File: src/rtl/seven_seg_scanner.sv
// -----------------------------------------------------------------------------
// seven_seg_scanner
//
// Time-multiplexed 8-digit seven-segment scan engine. Each digit owns one slot
// of SLOT_CYCLES clocks; digits are scanned 0..7. The digit-enable vector and
// the packed segment patterns are snapshotted once per frame (and once right
// after reset), so the source can update at any time without tearing a scan.
// Every digit occupies its slot even when it is disabled, which keeps the
// brightness of the enabled digits uniform.
//
// Optional build macro: SEVSEG_GHOST_GUARD_EN
//   When defined, the anodes are held off for the first GUARD_CYCLES of every
//   slot so the cathodes can settle before a digit lights (anti-ghosting).
//   When undefined, GUARD_CYCLES has no effect.
//
// Ports:
//   clk          in   1   system clock, rising edge
//   rst          in   1   asynchronous reset, active-high
//   AN_In        in   8   digit enable, active-high, bit k = digit k
//   C_In         in  56   segment patterns, active-high, digit k = C_In[7k+6:7k]
//                         (bit0 = segment a ... bit6 = segment g)
//   AN_Out       out  8   anode drive, active-low, at most one bit low
//   C_Out        out  7   cathode drive, active-low, {g..a}
//   frame_start  out  1   one-cycle pulse when the digit-0 slot begins with a
//                         fresh snapshot
//
// All outputs are registered and lag the internal slot/digit state by one clock.
// There is no handshake: inputs are sampled only on snapshot cycles.
// -----------------------------------------------------------------------------
module seven_seg_scanner #(
    parameter int SLOT_CYCLES  = 100000,
    parameter int GUARD_CYCLES = 16
) (
    input  logic        clk,
    input  logic        rst,
    input  logic [7:0]  AN_In,
    input  logic [55:0] C_In,
    output logic [7:0]  AN_Out,
    output logic [6:0]  C_Out,
    output logic        frame_start
);

    localparam int             CW        = $clog2(SLOT_CYCLES);
    localparam logic [CW-1:0]  SLOT_LAST = CW'(SLOT_CYCLES - 1);
    localparam logic [CW-1:0]  GUARD_LIM = CW'(GUARD_CYCLES);
`ifdef SEVSEG_GHOST_GUARD_EN
    localparam logic           GUARD_EN  = 1'b1;
`else
    localparam logic           GUARD_EN  = 1'b0;
`endif

    // Scan state
    logic [CW-1:0] slot_cnt_q, slot_cnt_d;
    logic [2:0]    idx_q, idx_d;
    logic          primed_q, primed_d;

    // Per-frame snapshot of the inputs
    logic [7:0]    shadow_an_q, shadow_an_d;
    logic [55:0]   shadow_c_q, shadow_c_d;

    // Registered outputs
    logic [7:0]    an_q, an_d;
    logic [6:0]    c_q, c_d;
    logic          fs_q, fs_d;

    logic          slot_end;
    logic          load;
    logic          guard_active;
    logic [6:0]    digit_seg;

    always_comb begin
        slot_end = (slot_cnt_q == SLOT_LAST);

        // Snapshot on the 7->0 digit transition, and on the very first cycle
        // after reset so the display never scans stale all-zero shadows for a
        // whole frame.
        load = !primed_q || (slot_end && (idx_q == 3'd7));

        slot_cnt_d  = slot_end ? '0 : slot_cnt_q + 1'b1;
        idx_d       = slot_end ? idx_q + 3'd1 : idx_q;
        primed_d    = 1'b1;
        shadow_an_d = load ? AN_In : shadow_an_q;
        shadow_c_d  = load ? C_In  : shadow_c_q;

        digit_seg = 7'h00;
        for (int k = 0; k < 8; k++) begin
            if (idx_q == 3'(k)) begin
                digit_seg = shadow_c_q[7*k +: 7];
            end
        end

        // Only the anodes are blanked during the guard window; the cathodes
        // switch immediately so they have settled by the time a digit lights.
        guard_active = GUARD_EN && (slot_cnt_q < GUARD_LIM);

        an_d = guard_active ? 8'hFF : ~((8'b1 << idx_q) & shadow_an_q);
        c_d  = ~digit_seg;
        fs_d = load;
    end

    always_ff @(posedge clk or posedge rst) begin
        if (rst) begin
            slot_cnt_q  <= '0;
            idx_q       <= 3'd0;
            primed_q    <= 1'b0;
            shadow_an_q <= 8'h00;
            shadow_c_q  <= 56'h0;
            an_q        <= 8'hFF;
            c_q         <= 7'h7F;
            fs_q        <= 1'b0;
        end else begin
            slot_cnt_q  <= slot_cnt_d;
            idx_q       <= idx_d;
            primed_q    <= primed_d;
            shadow_an_q <= shadow_an_d;
            shadow_c_q  <= shadow_c_d;
            an_q        <= an_d;
            c_q         <= c_d;
            fs_q        <= fs_d;
        end
    end

    assign AN_Out      = an_q;
    assign C_Out       = c_q;
    assign frame_start = fs_q;

endmodule
File: config.mk
export PLATFORM = sky130hd
export DESIGN_NAME = seven_seg_scanner
export DESIGN_NICKNAME = d
export VERILOG_FILES = /design/src/rtl/seven_seg_scanner.sv
export SDC_FILE = /design/constraint.sdc
export NUM_CORES = 1
export LEC_CHECK = 0
export BUFFER_PORTS_ARGS = -buffer_cell sky130_fd_sc_hd__buf_2
export CORE_AREA = 2 2 96 98
export DETAILED_ROUTE_END_ITERATION = 10
export DIE_AREA = 0 0 98 100
export GPL_TIMING_DRIVEN = 0
export PLACE_DENSITY_LB_ADDON = 0.2
export SLEW_MARGIN = 20
export SYNTH_ARGS = -nofsm -noshare
export SYNTH_HDL_FRONTEND = slang
export SYNTH_SLANG_ARGS = --single-unit
export TNS_END_PERCENT = 20
File: constraint.sdc
create_clock -name clk -period 3.45 [get_ports clk]
set_input_delay 0 -clock clk [delete_from_list [all_inputs] [get_ports clk]]
set_output_delay 0 -clock clk [all_outputs]
set_load 0.02 [all_outputs]
# Yosys cells after proc, flatten, opt, wreduce, memory -nomap -nowiden
# Index checks and enable logic that the tools add are counted.
# op_classes
bitwise_logic	3
shifts	1
n_addsub	2
eq_ne	8
mux	9
n_reduce_logical	4
# op_table
operator	n
two-way mux 7 bit	8
adder 17 x 1 -> 17 bit (second input constant)	1
equality test 17 bit (second input constant)	1
two-way mux 17 bit	1
equality test 3 bit (second input constant)	4
AND 8 bit	1
inverter 8 bit	1
left shift 1 x 3 -> 8 bit (first input constant)	1
inverter 7 bit	1
equality test 3 x 2 -> 1 bit (second input constant)	2
adder 3 x 1 -> 3 bit (second input constant)	1
equality test 3 x 1 -> 1 bit (second input constant)	1
zero test 3 bit	1
logical AND 1 bit	1
zero test 1 bit	1
logical OR 1 bit	1
# totals
reg_bits	101
input_bits	66
output_inout_bits	16

# Logic depth before layout (Yosys ltp)
# depth
depth_word	10
depth_mapped	8

# Worst setup path after synthesis
# No wires, ideal clock.
# synth_timing
path_kind	reg-to-reg
startpoint	register idx_q[2]
endpoint	register c_q[0], in the netlist C_Out[0]
setup_slack_ns	1.517
path_stages_with_launch	9
path_buffers	2
period_less_slack_ns	1.933
arrival_time_ns	1.819
setup_time_ns	0.115
path_cell_list	dfrtp_1 inv_1 clkbuf_1 ha_1 clkbuf_1 nor2_1 o221ai_1 a311oi_1 a221oi_1
# synth_via
elab_chain_len	10
elab_cells_between_ends	17
# synth_lines
element	line	rtl
start: declaration	54	logic [2:0] idx_q, idx_d;
start signal: assignment	113	idx_q <= idx_d;
zero test 3 bit	87	if (idx_q == 3'(k)) begin
two-way mux 7 bit (7 in series)	87	
two-way mux 7 bit *	87	
inverter 7 bit *	97	c_d = ~digit_seg;
named net c_d[0]	63	logic [6:0] c_q, c_d;
end signal: assignment	109	c_q <= 7'h7F;
end signal: assignment	118	c_q <= c_d;
end: declaration	63	
# Mark *: on every way through the listed nets, which the timed path passes. The rest lies on a longest branch.
# A chain may end at the register's enable or synchronous reset.

# Final worst setup path
# Same ends and word-level chain as after synthesis.

==> metrics <==
Yosys warning count 0; Internal Power 1830 uW; Crit path buffers/inverters 3; TritonCTS clock tree done; HP Class input port to asynchronous set/reset pin; power density cells 393 nW/um^2; main area contributors after synthesis dfrtp_1, mux2_4, dfstp_2, mux2_2, buf_12; H-tree depth 3; non-filler instance count after layout 606; Horiz. Die Dim 98 um; critical path type flop to flop; clock net sink count 101; crit path DAT 3.00 ns; Mapped Cells 332; distinct cell type count after synthesis 42; worst reg2reg path depth 8; core footprint 8890 um^2; syn nets 405; Hold Vio Cnt, Final 0; n_diodes 0; switching share of power 0.236; terminus of the critical flop-to-flop path C_Out[0]$_DFF_PP1_; crit-path leading delay family compound AO/OA/AOI/OAI gates; EDFF count, synth 0; post-CTS setup buffers 0; ys async rst share 1.00; layout cells sized above 1 0.384; count leader, synth dfrtp_1; fmax 363 MHz; Worst path max stage delay 0.54 ns; area fraction of the dominant cell type after synthesis 0.459; routed via count 3,191; vias per std cell 5.27; antenna violations before repair 0; Sequential Power Share 0.553; Worst Setup SP idx_q[2]$_DFFE_PP0N_; Switch Pwr 566 uW; RSZ-0062 raised after global routing false; die area 9800 um^2; Clock Pin Slew Worst Setup and Hold Paths 0.09 ns; critical path depth in cells 8; Tcrit/Tclk final 0.797; finished layout cell area 6100 um^2; Gate power share 0.143; Layout area overhead 30.1%; Pwr Total 2400 uW; worst ir drop on vdd 0.000226 V; crit-path most repeated cell clkbuf_1; R2R setup slack 0.70 ns; Synth top cells by count dfrtp_1, mux2_4, nand2_1; Synth area leader dfrtp_1; status finished clean; CTS Buffer Depth 2; Final min period 2.75 ns; Setup crit end C_Out[0]$_DFF_PP1_; # IOs 82; gr usage total 0.226; Mapped Area 4690 um^2; FF-to-FF Start idx_q[2]$_DFFE_PP0N_; global-route wire length before repair 17.3 mm; Max Transition Viols Final 0; Max Cap Viol 0; row count 35; top_reg_cell synth dfrtp_1; Initial Util 0.528; Setup crit end kind flop; CTS buffer count 9; skew final 0.0118 ns; port bufs 81; Worst EP required 3.70 ns; CTS resizes 0; placed instance count 525; worst-path maximum fanout 10; final HPWL from detailed placement 6.83 mm; Area after DPL 5270 um^2; clk root buf clkbuf_8; hold_buf cts 65; total gr overflow 0; # setup viols final 0; drt wl/cell 17.0 um; vias in the first global route 3,302; drt first pass iters 4; Antenna Nets Post-Route 0; Crit-path slowest cell dfrtp_1; Slew @ Worst Pin 0.904 ns; final WL 10.3 mm; critical path, cell by cell inv_1 > clkbuf_1 > ha_1 > clkbuf_1 > nor2_1 > o221ai_1 > a311oi_1 > a221oi_1; synthesized area per cell 14.1 um^2; startpoint types flop; Slew HR 0.393; Iteration-0 DRC Markers 94; Clock Latency Late Sink 0.37 ns; RePlAce Congestion 0.802; Clk pwr share 0.304; Synth Register Bits 101; pin count of the biggest net entering global routing 59; # DRC 0; Nets 563; register area share after synthesis 0.543; Die H 100 um; P_leak 0.00283 uW
[power groups by stage]
stage	logic (uW)	registers [uW]	clock network [uW]
after global routing	373	1330	798
after global placement	277	1340	0
after CTS	346	1320	750
after detailed placement	288	1340	0
final	344	1320	728
after floorplan	192	1340	0
[tightest hold or removal path: cells and delay by family]
kind / cells / cell delay (ns)
buffers and inverters: 3 / 0.97
[stage by stage]
stage / worst slack, ns / utilization / hold slack, ns / setup TNS [ns]
finish: 0.699 / 0.687 / 0.188 / 0
global route: 0.485 / 0.687 / 0.215 / 0
CTS: 0.718 / 0.687 / 0.193 / 0
detailed placement: 0.749 / 0.593 / 0.0433 / 0
global placement: -0.274 / 0.589 / 0.221 / -23.15
floorplan: 0.828 / - / 0.135 / 0
[per-layer routing]
metal / vias up / wire, um / track usage
met5: - / 0 / 0
met4: 0 / 118 / 0.0759
met3: 10 / 338 / 0.0411
met2: 64 / 5070 / 0.370
met1: 1594 / 4780 / 0.309
li1: 1523 / - / -
[cell usage in the layout (no fill, tap or decap), types with 8 or more instances in the layout]
| cell type | instances |
|---|---|
| buf_2 | 82 |
| clkbuf_1 | 12 |
| clkbuf_8 | 9 |
| dfrtp_1 | 86 |
| dfstp_2 | 15 |
| dlygate4sd3_1 | 65 |
| mux2_2 | 10 |
| mux2_4 | 49 |
| nand2_1 | 16 |
| nand2b_1 | 8 |
| nand3_1 | 12 |
| nor2_1 | 8 |
| xnor2_1 | 9 |
[cell type report]
| cell class | count | area [um^2] |
|---|---|---|
| Multi-Input combinational cell | 206 | 1960 |
| Timing Repair Buffer | 147 | 1080 |
| Sequential cell | 101 | 2550 |
| Buffer | 18 | 165 |
| Clock buffer | 11 | 131 |
| Clock inverter | 5 | 52.6 |
| Fill cell | 680 | 2790 |
| Tap cell | 111 | 139 |
| Inverter | 7 | 31.3 |
[worst min path at each step]
| stage | endpoint | slack [ns] |
|---|---|---|
| after floorplan | shadow_c_q[15]$_DFFE_PP0P_ | 0.13 |
| after global placement | shadow_c_q[17]$_DFFE_PP0P_ | 0.22 |
| after detailed placement | shadow_c_q[14]$_DFFE_PP0P_ | 0.04 |
| after CTS | slot_cnt_q[10]$_DFF_PP0_ | 0.19 |
| after global routing | shadow_c_q[9]$_DFFE_PP0P_ | 0.22 |
| final | shadow_c_q[9]$_DFFE_PP0P_ | 0.19 |
[flip-flops by register name, indices dropped and copies added (netlist names)]
signal       count
shadow_c_q      56
slot_cnt_q      17
AN_Out           8
idx_q            3
shadow_an_q      8
frame_start      1
C_Out            7
primed_q         1
[cell families after synthesis]
group                      after synthesis  synth area share
DFF                                    101             0.543
adders and majority gates                7            0.0187
buffers and inverters                   25            0.0408
muxes                                   65             0.195
other                                    1          0.000799
and+or+nand+nor                         79             0.110
xor gates and xnor gates                13            0.0243
AOI/OAI and AO/OA                       41            0.0685
Power figures use the tool's default switching activity.
